`src/rtl/serial_adder.sv`:
```
// serial_adder: bit-serial A+B+Cin adder, one sum bit per clock LSB first, valid/ready on both sides.
// Optional feature macro SERIAL_ADDER_SUB_EN adds sub_i for A-B (B inverted, carry preset to 1).
module serial_adder #(
    parameter int WIDTH = 8
) (
    input  logic             clk,
    input  logic             rst_n,
    input  logic             valid_i,
    output logic             ready_o,
    input  logic [WIDTH-1:0] a_i,
    input  logic [WIDTH-1:0] b_i,
    input  logic             cin_i,
`ifdef SERIAL_ADDER_SUB_EN
    input  logic             sub_i,
`endif
    output logic             valid_o,
    input  logic             ready_i,
    output logic [WIDTH-1:0] sum_o,
    output logic             cout_o,
    output logic             ovf_o
);
    localparam int CW = $clog2(WIDTH);

    typedef enum logic [1:0] {IDLE, RUN, DONE} state_t;

    state_t           state, state_nxt;
    logic [WIDTH-1:0] a_q, b_q, sum_q;
    logic [CW-1:0]    cnt;
    logic             carry, carry_msb;
    logic             accept, last, sub, s, carry_nxt;

`ifdef SERIAL_ADDER_SUB_EN
    assign sub = sub_i;
`else
    assign sub = 1'b0;
`endif

    assign accept    = valid_i && ready_o;
    assign last      = cnt == CW'(WIDTH - 1);
    assign s         = a_q[0] ^ b_q[0] ^ carry;
    assign carry_nxt = (a_q[0] & b_q[0]) | (carry & (a_q[0] ^ b_q[0]));

    // state register
    always_ff @(posedge clk or negedge rst_n) begin
        if (!rst_n) state <= IDLE;
        else        state <= state_nxt;
    end

    // next state: accept -> RUN, last bit -> DONE, result taken -> IDLE
    always_comb begin
        state_nxt = (state == IDLE && accept)  ? RUN  :
                    (state == RUN  && last)    ? DONE :
                    (state == DONE && ready_i) ? IDLE : state;
    end

    // handshake outputs decoded from registered state
    always_comb begin
        ready_o = state == IDLE;
        valid_o = state == DONE;
    end

    // datapath: load operands on accept, then one full-adder step per RUN cycle
    always_ff @(posedge clk or negedge rst_n) begin
        if (!rst_n) begin
            a_q       <= '0;
            b_q       <= '0;
            sum_q     <= '0;
            cnt       <= '0;
            carry     <= 1'b0;
            carry_msb <= 1'b0;
        end else if (state == IDLE && accept) begin
            a_q   <= a_i;
            b_q   <= sub ? ~b_i : b_i;
            carry <= sub ? 1'b1 : cin_i;
            cnt   <= '0;
        end else if (state == RUN) begin
            a_q   <= a_q >> 1;
            b_q   <= b_q >> 1;
            sum_q <= {s, sum_q[WIDTH-1:1]};
            carry <= carry_nxt;
            cnt   <= cnt + 1'b1;
            if (last) carry_msb <= carry;
        end
    end

    // carry register holds the final carry once RUN completes
    assign sum_o  = sum_q;
    assign cout_o = carry;
    assign ovf_o  = carry_msb ^ carry;
endmodule

```
`config.mk`:
```
export PLATFORM = sky130hd
export DESIGN_NAME = serial_adder
export DESIGN_NICKNAME = d
export VERILOG_FILES = /design/src/rtl/serial_adder.sv
export SDC_FILE = /design/constraint.sdc
export NUM_CORES = 1
export LEC_CHECK = 0
export BUFFER_PORTS_ARGS = -buffer_cell sky130_fd_sc_hd__buf_2
export CAP_MARGIN = 25
export CORE_MARGIN = 2
export CORE_UTILIZATION = 41
export CTS_BUF_LIST = sky130_fd_sc_hd__clkbuf_8 sky130_fd_sc_hd__clkbuf_16
export CTS_CLUSTER_DIAMETER = 30
export DETAILED_ROUTE_END_ITERATION = 10
export SLEW_MARGIN = 0
export SYNTH_ARGS = -nofsm -noshare
export SYNTH_HDL_FRONTEND = slang
export SYNTH_SLANG_ARGS = --single-unit
```
`constraint.sdc`:
```
create_clock -name clk -period 2.49 [get_ports clk]
set_input_delay 0.249 -clock clk [delete_from_list [all_inputs] [get_ports clk]]
set_output_delay 0.249 -clock clk [all_outputs]
set_load 0.03 [all_outputs]
```
* Yosys cells after proc, flatten, opt, wreduce, memory -nomap -nowiden
Cells that the tools add are included.
** Word-level totals
- Bits of input ports :: 21
- Word-level logic and storage cells :: 38
- Bits in registers :: 31
** Cells by class
- Equal/unequal tests :: 3
- Reduce and logical (&&, ||, !) cells :: 9
- Muxes and demuxes :: 11
- Bitwise gates (word level) :: 7
- Add/subtract/negate cells :: 1
** Operator list (count)
- $mux 8 :: 4
- $mux 2 :: 3
- $mux 3 :: 2
- $logic_and 1x1->1 :: 4
- $add 3x1->3 const B :: 1
- $eq 3x3->1 const B :: 1
- $reduce_and 3->1 :: 1
- $reduce_bool 3->1 :: 1
- $xor 1x1->1 :: 3
- $and 1x1->1 :: 2
- $eq 2x1->1 const B :: 1
- $eq 2x2->1 const B :: 1
- $logic_not 2->1 :: 1
- $mux 1 :: 2
- $reduce_and 2->1 :: 1
- $reduce_bool 2->1 :: 1
- $not 1->1 :: 1
- $or 1x1->1 :: 1

* Depth between registers and ports, before layout
Gate-level depths: netlist of the first run.
- Depth after elaboration :: 5
- Depth in mapped cells :: 5
- Gate-level depth less buffers :: 4

* Least setup slack after synthesis of the first run
No wires, ideal clock.
- Path kind :: register -> register
- Start point :: reg state[1]
- End point :: reg b_q[3]
- Stages on the path, launching flop included :: 5
- Path slack :: 1.024 ns
- Setup time :: 0.123 ns
- Data arrival time :: 1.343 ns
- Clock period less this slack :: 1.466 ns
- Path buffers :: 1
- Cell sequence :: dfrtp_1 buf_4 nor2_1 nand3b_1 o221a_2
** On the way
- Cells in the longest elaborated chain, start to end :: 4
- Elaborated cells on any way between the ends :: 6
** RTL lines
- start, declared :: RTL line 26 : state_t state, state_nxt;
- start signal, assigned :: RTL line 46 : else state <= state_nxt;
- $logic_not 2->1 (*) :: RTL line 58 : ready_o = state == IDLE;
- net ready_o :: RTL line 9 : output logic ready_o,
- $logic_and 1x1->1 :: RTL line 38 : assign accept = valid_i && ready_o;
- $logic_and 1x1->1 (*) :: RTL line 71 : end else if (state == IDLE && accept) begin
- $mux 8 / $reduce_bool 2->1 (equally long branches)
- end signal, assigned :: RTL line 73 : b_q <= sub ? ~b_i : b_i;
- end signal, assigned :: RTL line 78 : b_q <= b_q >> 1;
- end, declared :: RTL line 27 : logic [WIDTH-1:0] a_q, b_q, sum_q;
Mark *: on every way through the listed nets, which the timed path passes. The rest lies on a longest branch.
A chain may end at the register's enable or synchronous reset.

* Worst setup path after layout of the first run
- Start point :: reg state[1]
- End point :: out valid_o
** On the way
- Cells in the longest elaborated chain, start to end :: 1
** RTL lines
- $eq 2x2->1 :: RTL line 59 : valid_o = state == DONE;
- end, declared :: RTL line 16 : output logic valid_o,
Every way passes these cells.

==> impl_metrics.prom, run 1 <==
# TYPE chip_impl_metric gauge
chip_impl_info{name="endpoint_of_the_worst_slack_reg_to_reg_timing_path",value="carry_msb$_DFFE_PN0P_"} 1
chip_impl_metric{name="synthDistinctLibCells",unit=""} 33
chip_impl_metric{name="fp.dieW",unit="um"} 63.11
chip_impl_metric{name="via_count_of_the_first_global_routing_pass",unit=""} 1000
chip_impl_info{name="post_synth_main_area_contributors",value="sky130_fd_sc_hd__dfrtp_1 (54%), sky130_fd_sc_hd__mux2_2 (5.5%), sky130_fd_sc_hd__a2bb2oi_1 (4.9%), sky130_fd_sc_hd__o22ai_1 (3.9%), sky130_fd_sc_hd__buf_6 (3.1%)"} 1
chip_impl_metric{name="syn_inst",unit=""} 113
chip_impl_metric{name="clk_pin_slew_worst_paths",unit="ns"} 0.06
chip_impl_metric{name="ctsHoldBuffers",unit=""} 0
chip_impl_metric{name="final.setup.tns",unit="ns"} 0
chip_impl_metric{name="detailedPlacementHpwl",unit="mm"} 2.020
chip_impl_metric{name="synth_top_area_share",unit="%"} 54.15
chip_impl_metric{name="dp.cells",unit=""} 186
chip_impl_metric{name="rows",unit=""} 21
chip_impl_metric{name="drt_drc_violations_left",unit=""} 0
chip_impl_metric{name="critPathArrivalTime",unit="ns"} 1.59
chip_impl_metric{name="ctsHtreeMaxLevel",unit=""} 2
chip_impl_metric{name="layoutNonFillerInstCount",unit=""} 193
chip_impl_metric{name="final.period_utilization",unit="%"} 73.99
chip_impl_metric{name="routed-via-count",unit=""} 1022
chip_impl_info{name="worstPathCellList",value="inv_2 -> nor2_1 -> buf_2"} 1
chip_impl_info{name="crit_path_top_delay_cell",value="sky130_fd_sc_hd__dfrtp_1"} 1
chip_impl_metric{name="synth_enable_flop_cells",unit=""} 0
chip_impl_metric{name="synth_seq_cells",unit=""} 31
chip_impl_metric{name="grt_max_degree",unit=""} 32
chip_impl_metric{name="drt-total-wl",unit="mm"} 2.798
chip_impl_metric{name="gr_util_all_layers",unit="%"} 16.01
chip_impl_metric{name="skew",unit="ns"} 0.006760
chip_impl_metric{name="syn_area",unit="um^2"} 1433
chip_impl_metric{name="drt-vias-per-instance",unit=""} 5.295
chip_impl_metric{name="required_time_of_the_critical_path",unit="ns"} 2.24
chip_impl_metric{name="power_per_cell_area",unit="nW/um^2"} 1356
chip_impl_info{name="commonest_cells_after_routing_fill_and_taps_aside",value="sky130_fd_sc_hd__buf_2 (32), sky130_fd_sc_hd__dfrtp_1 (31), sky130_fd_sc_hd__o22ai_1 (9)"} 1
chip_impl_metric{name="tritoncts.num_buffers",unit=""} 5
chip_impl_metric{name="grt_antenna_before_repair",unit=""} 0
chip_impl_metric{name="area_growth",unit="%"} 17.82
chip_impl_info{name="ys.flop_type",value="sky130_fd_sc_hd__dfrtp_1"} 1
chip_impl_metric{name="ioPinCount",unit=""} 33
chip_impl_metric{name="violation_count_after_the_first_detailed_routing_iteration",unit=""} 16
chip_impl_metric{name="fp.dieArea",unit="um^2"} 3983
chip_impl_info{name="rr_startpoint",value="state[1]$_DFFE_PN0P_"} 1
chip_impl_metric{name="gpl.final_weighted_congestion",unit=""} 0.7996
chip_impl_metric{name="finalHoldViolations",unit=""} 4
chip_impl_metric{name="max-cap-violations",unit=""} 0
chip_impl_metric{name="n_antenna_cell",unit=""} 0
chip_impl_metric{name="postCtsSetupRepairBufs",unit=""} 0
chip_impl_metric{name="grt_overflow",unit=""} 0
chip_impl_metric{name="min_period",unit="ns"} 1.842
chip_impl_info{name="critPathKind",value="flop to output port"} 1
chip_impl_info{name="status",value="complete, but fails checks"} 1
chip_impl_metric{name="synth_area_per_cell",unit="um^2"} 12.68
chip_impl_metric{name="post_cts_resized",unit=""} 0
chip_impl_info{name="clockRootBuffer",value="sky130_fd_sc_hd__clkbuf_8"} 1
chip_impl_metric{name="setup_viol_count_final",unit=""} 0
chip_impl_info{name="rsz0062_at_grt",value="false"} 1
chip_impl_metric{name="design.final.nets",unit=""} 171
chip_impl_info{name="commonest_non_fill_non_tap_cell_in_the_layout",value="sky130_fd_sc_hd__buf_2"} 1
chip_impl_metric{name="initial_utilization",unit="%"} 42.93
chip_impl_metric{name="max_slew.worst_pin.slew",unit="ns"} 0.6678
chip_impl_metric{name="critical-path-max-stage-delay",unit="ns"} 0.69
chip_impl_metric{name="maxSlewHeadroom",unit="%"} 55.48
chip_impl_metric{name="finalHoldWorstSlack",unit="ns"} -0.001867
chip_impl_metric{name="synth_async_sr_flop_share",unit="%"} 100.0
chip_impl_metric{name="critPathMaxFanout",unit=""} 15
chip_impl_metric{name="worst-r2r-setup-slack",unit="ns"} 0.73
chip_impl_metric{name="port_buffers",unit=""} 32
chip_impl_metric{name="r2r_depth",unit=""} 3
chip_impl_info{name="worst_min_delay_path_class",value="input port to asynchronous set/reset pin"} 1
chip_impl_metric{name="antenna_violating_nets_post_route",unit=""} 0
chip_impl_info{name="post-synth-top-area-cell",value="sky130_fd_sc_hd__dfrtp_1"} 1
chip_impl_metric{name="drive_gt1_share",unit="%"} 38.78
chip_impl_metric{name="core-area",unit="um^2"} 3337
chip_impl_metric{name="syn_nets",unit=""} 137
chip_impl_metric{name="wire_length_of_the_first_global_routing_pass",unit="mm"} 4.850
chip_impl_metric{name="cts-root-to-sink-buffers",unit=""} 2
chip_impl_metric{name="routedWlPerCell",unit="um"} 14.50
chip_impl_metric{name="count_of_final_max_slew_check_failures",unit=""} 0
chip_impl_metric{name="detailedRoute.firstPassIterationCount",unit=""} 4
chip_impl_metric{name="clkSinkCount",unit=""} 31
chip_impl_metric{name="synthesis.yosys.warnings",unit=""} 0
chip_impl_metric{name="yosysSeqAreaShare",unit="%"} 54.15
chip_impl_info{name="cts_tree",value="built"} 1
chip_impl_metric{name="worst_skew_pair.late_latency",unit="ns"} 0.28
chip_impl_metric{name="power.leakage",unit="nW"} 0.7910
chip_impl_metric{name="dieHeight",unit="um"} 63.11
chip_impl_info{name="crit_path_start_kind",value="flop"} 1
chip_impl_metric{name="achievable-frequency",unit="GHz"} 0.5428
chip_impl_metric{name="peak_supply_drop",unit="V"} 0.0004712
chip_impl_info{name="critical_path.endpoint_type",value="output port"} 1
chip_impl_info{name="failed_checks",value="negative hold slack"} 1
-- how the worst max path moves through the flow --
| stage | slack [ns] | startpoint | end |
|---|---|---|---|
| 2_1_floorplan | 1.02 | state[1]$_DFFE_PN0P_ | b_q[3]$_DFFE_PN0P_ |
| 3_3_place_gp | 0.83 | state[1]$_DFFE_PN0P_ | carry_msb$_DFFE_PN0P_ |
| 3_5_place_dp | 0.75 | state[1]$_DFFE_PN0P_ | carry_msb$_DFFE_PN0P_ |
| 4_1_cts | 0.66 | state[1]$_DFFE_PN0P_ | valid_o |
| 5_1_grt | 0.54 | state[1]$_DFFE_PN0P_ | valid_o |
| 6_report | 0.65 | state[1]$_DFFE_PN0P_ | valid_o |
-- stage by stage --
stage | setup WS (ns) | power (mW) | utilization (%) | instance area, um^2 | hold WS (ns)
after floorplan | 1.024 | 1.699 | - | 1433 | -0.04659
after global placement | 0.8284 | 1.884 | 47.96 | 1600 | 0.3234
after detailed placement | 0.7483 | 1.915 | 47.96 | 1600 | 0.3230
after CTS | 0.6594 | 2.311 | 50.58 | 1688 | 0.02156
after global routing | 0.5428 | 2.452 | 50.58 | 1688 | 0.04799
final | 0.6477 | 2.289 | 50.58 | 1688 | -0.001867
-- synth_stat cells (2+ instances only) --
master	n
sky130_fd_sc_hd__dfrtp_1	31
sky130_fd_sc_hd__o22ai_1	9
sky130_fd_sc_hd__a2bb2oi_1	8
sky130_fd_sc_hd__nand2_1	8
sky130_fd_sc_hd__mux2_2	7
sky130_fd_sc_hd__o21ai_0	5
sky130_fd_sc_hd__buf_6	4
sky130_fd_sc_hd__nand3_1	4
sky130_fd_sc_hd__a221o_1	3
sky130_fd_sc_hd__a22oi_1	3
sky130_fd_sc_hd__nand2b_1	3
sky130_fd_sc_hd__a21oi_1	2
sky130_fd_sc_hd__a22o_1	2
sky130_fd_sc_hd__a32o_1	2
sky130_fd_sc_hd__ha_1	2
sky130_fd_sc_hd__mux2_4	2
sky130_fd_sc_hd__nor2_1	2
-- kinds of logic after synthesis --
logic type	after synthesis	synth area share, %
and+or+nand+nor	23	10.22
xor gates and xnor gates	1	0.6115
muxes	9	7.599
AOI/OAI and AO/OA	37	19.48
buffers and inverters	9	4.802
DFF	31	54.15
adders and majority gates	3	3.144
-- cell type report --
class | count | area, um^2
inverters | 3 | 11.26
flip-flops and latches | 31 | 775.7
fillers | 328 | 1649
multi-input cells | 73 | 588.1
clock buffers | 6 | 82.58
repair buffers | 33 | 167.7
well taps | 46 | 57.56
clock inverters | 1 | 5.005
-- power by group --
part / internal, mW / switching, mW / leakage (nW) / total (mW)
sequential: 0.736 / 0.204 / 0.365 / 0.940
combinational: 0.449 / 0.509 / 0.379 / 0.958
clock: 0.216 / 0.174 / 0.0470 / 0.391
-- sequential cells by signal, summed over array words and instances (netlist names) --
name,cells
state,2
cnt,3
sum_o,8
carry_msb,1
b_q,8
cout_o,1
a_q,8
-- routing by layer --
| layer | up-vias | share of wire, % | global-route usage [%] |
|---|---|---|---|
| li1 | 495 | - | - |
| met4 | 0 | 2.3 | 8.333 |
| met1 | 486 | 47 | 22.01 |
| met2 | 33 | 45 | 23.67 |
| met3 | 8 | 5.8 | 3.571 |
| met5 | - | 0 | 0 |
-- critical path, delay by kind of cell, from the launching register on --
kind / cells / cell delay, ns
buffers and inverters: 2 / 0.46
flip-flops: 1 / 0.69
AND/OR/NAND/NOR: 1 / 0.15
Note: power is estimated with default switching activity, not from simulation.
==> run 2: changes to the inputs <==
==> constraint.sdc (replaced) <==
create_clock -name clk -period 1.7 [get_ports clk]
set_input_delay 0.17 -clock clk [delete_from_list [all_inputs] [get_ports clk]]
set_output_delay 0.17 -clock clk [all_outputs]
set_load 0.03 [all_outputs]
==> impl_metrics.prom, run 2 (synthesis gave the netlist of run 1 again) <==
# TYPE chip_impl_metric gauge
chip_impl_metric{name="gpl.final_weighted_congestion",unit=""} 0.8160
chip_impl_metric{name="gr_util_all_layers",unit="%"} 16.36
chip_impl_info{name="critical_path.endpoint_type",value="output port"} 1
chip_impl_info{name="critPathKind",value="flop to output port"} 1
chip_impl_metric{name="antenna_violating_nets_post_route",unit=""} 0
chip_impl_metric{name="count_of_final_max_slew_check_failures",unit=""} 0
chip_impl_metric{name="drive_gt1_share",unit="%"} 38.82
chip_impl_metric{name="setup_viol_count_final",unit=""} 0
chip_impl_metric{name="initial_utilization",unit="%"} 42.93
chip_impl_metric{name="grt_antenna_before_repair",unit=""} 0
chip_impl_metric{name="postCtsSetupRepairBufs",unit=""} 0
chip_impl_metric{name="maxSlewHeadroom",unit="%"} 53.12
chip_impl_metric{name="design.final.nets",unit=""} 175
chip_impl_metric{name="rows",unit=""} 21
chip_impl_metric{name="required_time_of_the_critical_path",unit="ns"} 1.53
chip_impl_metric{name="post_cts_resized",unit=""} 0
chip_impl_metric{name="min_period",unit="ns"} 1.514
chip_impl_metric{name="final.period_utilization",unit="%"} 89.07
chip_impl_info{name="clockRootBuffer",value="sky130_fd_sc_hd__clkbuf_8"} 1
chip_impl_metric{name="routed-via-count",unit=""} 1046
chip_impl_metric{name="ctsHoldBuffers",unit=""} 1
chip_impl_metric{name="clkSinkCount",unit=""} 31
chip_impl_metric{name="via_count_of_the_first_global_routing_pass",unit=""} 1102
chip_impl_metric{name="power_per_cell_area",unit="nW/um^2"} 1958
chip_impl_info{name="rsz0062_at_grt",value="false"} 1
chip_impl_metric{name="finalInstanceArea",unit="um^2"} 1714
chip_impl_metric{name="drt-total-wl",unit="mm"} 2.895
chip_impl_info{name="commonest_non_fill_non_tap_cell_in_the_layout",value="sky130_fd_sc_hd__buf_2"} 1
chip_impl_metric{name="skew",unit="ns"} 0.003064
chip_impl_metric{name="critPathArrivalTime",unit="ns"} 1.34
chip_impl_metric{name="fp.dieArea",unit="um^2"} 3983
chip_impl_metric{name="violation_count_after_the_first_detailed_routing_iteration",unit=""} 65
chip_impl_metric{name="port_buffers",unit=""} 32
chip_impl_metric{name="core-area",unit="um^2"} 3337
chip_impl_metric{name="wire_length_of_the_first_global_routing_pass",unit="mm"} 5.009
chip_impl_metric{name="achievable-frequency",unit="GHz"} 0.6604
chip_impl_metric{name="cts-root-to-sink-buffers",unit=""} 2
chip_impl_metric{name="max-cap-violations",unit=""} 0
chip_impl_metric{name="critPathMaxFanout",unit=""} 15
chip_impl_metric{name="routedWlPerCell",unit="um"} 14.62
chip_impl_metric{name="dieHeight",unit="um"} 63.11
chip_impl_metric{name="power.leakage",unit="nW"} 0.8125
chip_impl_metric{name="n_antenna_cell",unit=""} 0
chip_impl_metric{name="final.setup.tns",unit="ns"} 0
chip_impl_metric{name="clk_pin_slew_worst_paths",unit="ns"} 0.06
chip_impl_metric{name="detailedRoute.firstPassIterationCount",unit=""} 5
chip_impl_metric{name="ctsHtreeMaxLevel",unit=""} 2
chip_impl_metric{name="drt-vias-per-instance",unit=""} 5.283
chip_impl_metric{name="area_growth",unit="%"} 19.65
chip_impl_metric{name="total_power",unit="mW"} 3.357
chip_impl_metric{name="drt_drc_violations_left",unit=""} 0
chip_impl_info{name="commonest_cells_after_routing_fill_and_taps_aside",value="sky130_fd_sc_hd__buf_2 (32), sky130_fd_sc_hd__dfrtp_1 (31), sky130_fd_sc_hd__o22ai_1 (9)"} 1
chip_impl_info{name="cts_tree",value="built"} 1
chip_impl_metric{name="placement_stage_cell_area",unit="um^2"} 1623
chip_impl_metric{name="finalHoldWorstSlack",unit="ns"} 0.07676
chip_impl_metric{name="max_slew.worst_pin.slew",unit="ns"} 0.7031
chip_impl_metric{name="n_fill_cell",unit=""} 319
chip_impl_info{name="status",value="finished, final reports clean"} 1
chip_impl_metric{name="peak_supply_drop",unit="V"} 0.0005609
chip_impl_metric{name="grt_max_degree",unit=""} 32
chip_impl_info{name="worst_min_delay_path_class",value="input port to flop"} 1
chip_impl_metric{name="finalHoldViolations",unit=""} 0
chip_impl_metric{name="grt_overflow",unit=""} 0
chip_impl_info{name="crit_path_start_kind",value="flop"} 1
chip_impl_metric{name="fp.dieW",unit="um"} 63.11
chip_impl_metric{name="final_core_utilization",unit="%"} 51.37
chip_impl_metric{name="ioPinCount",unit=""} 33
chip_impl_metric{name="detailedPlacementHpwl",unit="mm"} 2.084
chip_impl_metric{name="tritoncts.num_buffers",unit=""} 5
chip_impl_metric{name="worst_skew_pair.late_latency",unit="ns"} 0.28
run 2: changes by cell type in the layout (fill, tap and decap cells not counted):
cell and change:
sky130_fd_sc_hd__inv_1 +2, sky130_fd_sc_hd__dlygate4sd3_1 +1, sky130_fd_sc_hd__buf_4 +3, sky130_fd_sc_hd__clkbuf_8 -1
run 2: through the flow:
stage | instances | worst slack (ns)
floorplan | 113 | 0.2341
global placement | 189 | 0.4017
detailed placement | 189 | 0.3597
CTS | 198 | 0.1658
global route | 198 | 0.09057
finish | 198 | 0.1858
run 2: final cells by class:
cell class | instances | area [um^2] | area share (%)
well taps | 46 | 57.56 | 3.358
clock buffers | 5 | 68.82 | 4.015
clock inverters | 3 | 12.51 | 0.7299
flip-flops and latches | 31 | 775.7 | 45.26
multi-input cells | 73 | 588.1 | 34.31
inverters | 3 | 11.26 | 0.6569
repair buffers | 37 | 200.2 | 11.68
run 2: metal layers:
layer  vias up  global-route usage (%)  wire length [um]
met2        42                   25.40              1378
met5         -                       0                 0
met1       499                   21.19              1311
met3         2                   5.000               198
li1        503                       -                 -
met4         0                   6.944                 7
run 2: final timing paths:
path / startpoint / to / slack (ns) / cells after the start
max: state[1]$_DFFE_PN0P_ / valid_o / 0.19 / 4
min: ready_i / state[1]$_DFFE_PN0P_ / 0.08 / 2
max reg2reg: cout_o$_DFFE_PN0P_ / cout_o$_DFFE_PN0P_ / 0.36 / 2
min reg2reg: sum_o[0]$_DFFE_PN0P_ / sum_o[0]$_DFFE_PN0P_ / 0.50 / 1
max in group asynchronous: rst_n / sum_o[1]$_DFFE_PN0P_ / 0.76 / 2
min in group asynchronous: rst_n / cout_o$_DFFE_PN0P_ / 0.48 / 2
run 2: worst max-delay path, cell delays in order (launching register included):
cell                      delay (ns)
sky130_fd_sc_hd__dfrtp_1        0.37
sky130_fd_sc_hd__buf_4          0.21
sky130_fd_sc_hd__inv_2          0.15
sky130_fd_sc_hd__nor2_1         0.12
sky130_fd_sc_hd__buf_2          0.20
run 2: power by group:
group / leakage [nW] / total, mW / internal, mW / switching, mW
clock network: 0.0505 / 0.532 / 0.274 / 0.257
registers: 0.365 / 1.31 / 1.08 / 0.233
logic: 0.397 / 1.51 / 0.693 / 0.821
total: 0.813 / 3.36 / 2.05 / 1.31
==> run 3: changes to the inputs <==
--- a/config.mk
+++ b/config.mk
@@ -5,6 +5,7 @@
 export SDC_FILE = /design/constraint.sdc
 export NUM_CORES = 1
 export LEC_CHECK = 0
+export ABC_AREA = 1
 export BUFFER_PORTS_ARGS = -buffer_cell sky130_fd_sc_hd__buf_2
 export CAP_MARGIN = 25
 export CORE_MARGIN = 2
==> constraint.sdc (replaced) <==
create_clock -name clk -period 1.9 [get_ports clk]
set_input_delay 0.19 -clock clk [delete_from_list [all_inputs] [get_ports clk]]
set_output_delay 0.19 -clock clk [all_outputs]
set_load 0.03 [all_outputs]
==> impl_metrics.prom, run 3 <==
# TYPE chip_impl_metric gauge
chip_impl_info{name="post-synth-top-area-cell",value="sky130_fd_sc_hd__dfrtp_1"} 1
chip_impl_metric{name="wire_length_of_the_first_global_routing_pass",unit="mm"} 5.478
chip_impl_metric{name="tritoncts.num_buffers",unit=""} 5
chip_impl_metric{name="synth_seq_cells",unit=""} 31
chip_impl_metric{name="cts-root-to-sink-buffers",unit=""} 2
chip_impl_metric{name="initial_utilization",unit="%"} 43.47
chip_impl_metric{name="dieHeight",unit="um"} 66.77
chip_impl_metric{name="rows",unit=""} 22
chip_impl_metric{name="fp.dieArea",unit="um^2"} 4458
chip_impl_metric{name="clkSinkCount",unit=""} 31
chip_impl_metric{name="final.setup.tns",unit="ns"} 0
chip_impl_metric{name="synth_top_area_share",unit="%"} 48.02
chip_impl_metric{name="drt-total-wl",unit="mm"} 3.094
chip_impl_metric{name="required_time_of_the_critical_path",unit="ns"} 1.71
chip_impl_metric{name="syn_nets",unit=""} 216
chip_impl_info{name="yosysMostFrequentCell",value="sky130_fd_sc_hd__nand2_1"} 1
chip_impl_info{name="worst_min_delay_path_class",value="input port to flop"} 1
chip_impl_metric{name="critPathArrivalTime",unit="ns"} 1.36
chip_impl_metric{name="synthDistinctLibCells",unit=""} 22
chip_impl_metric{name="n_antenna_cell",unit=""} 0
chip_impl_metric{name="min_period",unit="ns"} 1.554
chip_impl_metric{name="detailedPlacementHpwl",unit="mm"} 2.081
chip_impl_metric{name="fp.dieW",unit="um"} 66.77
chip_impl_metric{name="final.period_utilization",unit="%"} 81.79
chip_impl_metric{name="drive_gt1_share",unit="%"} 25.11
chip_impl_metric{name="postCtsSetupRepairBufs",unit=""} 0
chip_impl_metric{name="regArea",unit="um^2"} 775.7
chip_impl_metric{name="count_of_final_max_slew_check_failures",unit=""} 0
chip_impl_info{name="post_synth_main_area_contributors",value="sky130_fd_sc_hd__dfrtp_1 (48%), sky130_fd_sc_hd__nand2_1 (18%), sky130_fd_sc_hd__nand3_1 (9.0%), sky130_fd_sc_hd__buf_6 (4.2%), sky130_fd_sc_hd__inv_1 (3.7%)"} 1
chip_impl_info{name="critical_path.endpoint_type",value="output port"} 1
chip_impl_info{name="commonest_non_fill_non_tap_cell_in_the_layout",value="sky130_fd_sc_hd__nand2_1"} 1
chip_impl_info{name="commonest_cells_after_routing_fill_and_taps_aside",value="sky130_fd_sc_hd__nand2_1 (79), sky130_fd_sc_hd__buf_2 (32), sky130_fd_sc_hd__dfrtp_1 (31)"} 1
chip_impl_metric{name="grt_max_degree",unit=""} 32
chip_impl_metric{name="critPathMaxFanout",unit=""} 19
chip_impl_metric{name="syn_inst",unit=""} 192
chip_impl_metric{name="synth_async_sr_flop_share",unit="%"} 100.0
chip_impl_metric{name="synth_area_per_cell",unit="um^2"} 8.413
chip_impl_metric{name="violation_count_after_the_first_detailed_routing_iteration",unit=""} 88
chip_impl_metric{name="design.final.nets",unit=""} 246
chip_impl_metric{name="n_fill_cell",unit=""} 392
chip_impl_metric{name="gpl.final_weighted_congestion",unit=""} 0.6935
chip_impl_metric{name="achievable-frequency",unit="GHz"} 0.6435
chip_impl_metric{name="finalHoldViolations",unit=""} 0
chip_impl_metric{name="total_switching_power",unit="uW"} 259.2
chip_impl_metric{name="synth_enable_flop_cells",unit=""} 0
chip_impl_info{name="clockRootBuffer",value="sky130_fd_sc_hd__clkbuf_8"} 1
chip_impl_metric{name="syn_area",unit="um^2"} 1615
chip_impl_metric{name="switching_power_as_a_share_of_total_power",unit="%"} 21.92
chip_impl_info{name="critPathKind",value="flop to output port"} 1
chip_impl_metric{name="clockPowerShare",unit="%"} 40.4
chip_impl_metric{name="final_core_utilization",unit="%"} 49.06
chip_impl_metric{name="clk_pin_slew_worst_paths",unit="ns"} 0.06
chip_impl_metric{name="synthesis.yosys.warnings",unit=""} 0
chip_impl_metric{name="core-area",unit="um^2"} 3716
chip_impl_metric{name="skew",unit="ns"} 0.004628
chip_impl_metric{name="yosysSeqAreaShare",unit="%"} 48.02
chip_impl_metric{name="max-cap-violations",unit=""} 0
chip_impl_metric{name="max_slew.worst_pin.slew",unit="ns"} 0.7896
chip_impl_info{name="crit_path_start_kind",value="flop"} 1
chip_impl_info{name="synth.top_cells.by_count",value="sky130_fd_sc_hd__nand2_1 (79), sky130_fd_sc_hd__dfrtp_1 (31), sky130_fd_sc_hd__nand3_1 (29), sky130_fd_sc_hd__inv_1 (16), sky130_fd_sc_hd__buf_6 (6)"} 1
chip_impl_metric{name="maxSlewHeadroom",unit="%"} 47.36
chip_impl_metric{name="peak_supply_drop",unit="V"} 0.0003569
chip_impl_metric{name="drt_drc_violations_left",unit=""} 0
chip_impl_metric{name="port_buffers",unit=""} 32
chip_impl_metric{name="internal_cell_power",unit="uW"} 923.1
chip_impl_info{name="ys.flop_type",value="sky130_fd_sc_hd__dfrtp_1"} 1
chip_impl_metric{name="routed-via-count",unit=""} 1257
chip_impl_info{name="status",value="finished, final reports clean"} 1
chip_impl_metric{name="ctsHtreeMaxLevel",unit=""} 2
chip_impl_metric{name="combinational_group_share_of_total_power",unit="%"} 3.8
chip_impl_metric{name="gr_util_all_layers",unit="%"} 16.43
chip_impl_metric{name="area_growth",unit="%"} 12.86
chip_impl_metric{name="via_count_of_the_first_global_routing_pass",unit=""} 1232
chip_impl_metric{name="routedWlPerCell",unit="um"} 11.42
chip_impl_metric{name="grt_overflow",unit=""} 0
chip_impl_metric{name="grt_antenna_before_repair",unit=""} 0
chip_impl_metric{name="setup_viol_count_final",unit=""} 0
chip_impl_metric{name="power.leakage",unit="nW"} 0.9985
chip_impl_metric{name="ioPinCount",unit=""} 33
chip_impl_metric{name="power_per_cell_area",unit="nW/um^2"} 648.6
chip_impl_info{name="rsz0062_at_grt",value="false"} 1
chip_impl_metric{name="seqPwrFrac",unit="%"} 55.8
chip_impl_metric{name="antenna_violating_nets_post_route",unit=""} 0
chip_impl_metric{name="drt-vias-per-instance",unit=""} 4.638
chip_impl_metric{name="multi_input_combinational_cell_area",unit="um^2"} 655.6
chip_impl_info{name="cts_tree",value="built"} 1
chip_impl_metric{name="worst_skew_pair.late_latency",unit="ns"} 0.28
chip_impl_metric{name="detailedRoute.firstPassIterationCount",unit=""} 4
==> run 3: cell types whose count changed after synthesis, sizes merged, moves of 3 or more <==
cell,delta
buf,+4
nand3,+28
a221o,-3
o22ai,-9
nand2,+76
a2bb2oi,-8
a22oi,-3
inv,+16
mux2,-9
nand2b,-4
o21ai,+3
==> run 3: cells by family (layout without fill, tap and decap cells) <==
kind of cell,count (synthesis),count (layout),synth area share [%]
AOI/OAI and AO/OA,9,9,3.950
adders and majority gates,3,3,2.788
buffers and inverters,29,60,11.39
and+or+nand+nor,119,119,33.31
DFF,31,31,48.02
xor gates and xnor gates,1,1,0.5423
==> run 3: metal layers <==
layer	global-route usage, %	up-vias	wire length [um]
li1	-	659	-
met1	23.09	567	1621
met2	24.25	26	1281
met3	4.223	5	145
met4	6.122	0	45
met5	0	-	0
==> run 3: final cells by class <==
type,instances,area share (%)
Clock inverter,3,0.6863
Clock buffer,5,3.775
Multi-Input combinational cell,132,35.96
Inverter,18,3.981
Tap cell,48,3.294
Sequential cell,31,42.55
Timing Repair Buffer,34,9.746
==> run 3: repair_timing <==
| action | in CTS | in global routing |
|---|---|---|
| hold endpoints to repair | 31 | 0 |
| hold buffers | 1 | 0 |
| resized for setup | 0 | 0 |
==> run 3: worst paths after layout <==
check	slack, ns	start	endpoint	cells after the start
max in group asynchronous	0.97	rst_n	b_q[7]$_DFFE_PN0P_	2
worst max-delay path	0.35	state[0]$_DFFE_PN0P_	ready_o	2
min in group asynchronous	0.49	rst_n	b_q[3]$_DFFE_PN0P_	2
worst min register to register	0.48	b_q[7]$_DFFE_PN0P_	b_q[7]$_DFFE_PN0P_	2
worst min-delay path	0.15	b_i[7]	b_q[7]$_DFFE_PN0P_	3
worst max register to register	0.38	state[0]$_DFFE_PN0P_	cnt[0]$_DFFE_PN0P_	3
==> run 3: worst max-delay path, stage by stage, from the launching register on <==
cell and delay, ns:
sky130_fd_sc_hd__dfrtp_1 0.51, sky130_fd_sc_hd__nor2_8 0.32, sky130_fd_sc_hd__buf_2 0.26
==> run 3: power groups by stage <==
stage               sequential (mW)  clock [mW]  combinational [mW]
detailed placement            0.672           0              0.0442
global placement              0.672           0              0.0434
CTS                           0.660       0.491              0.0460
finish                        0.660       0.478              0.0444
floorplan                     0.672           0              0.0108
global route                  0.659       0.522              0.0519
==> run 3: metrics by stage <==
step | instances | setup slack (ns) | hold slack, ns | cell area, um^2 | power [mW]
floorplan | 192 | 0.6019 | -0.1056 | 1615 | 0.6832
global placement | 262 | 0.4312 | 0.2790 | 1732 | 0.7157
detailed placement | 262 | 0.3742 | 0.2727 | 1732 | 0.7164
CTS | 271 | 0.3334 | 0.1415 | 1823 | 1.197
global route | 271 | 0.2281 | 0.1718 | 1823 | 1.233
finish | 271 | 0.3459 | 0.1460 | 1823 | 1.182
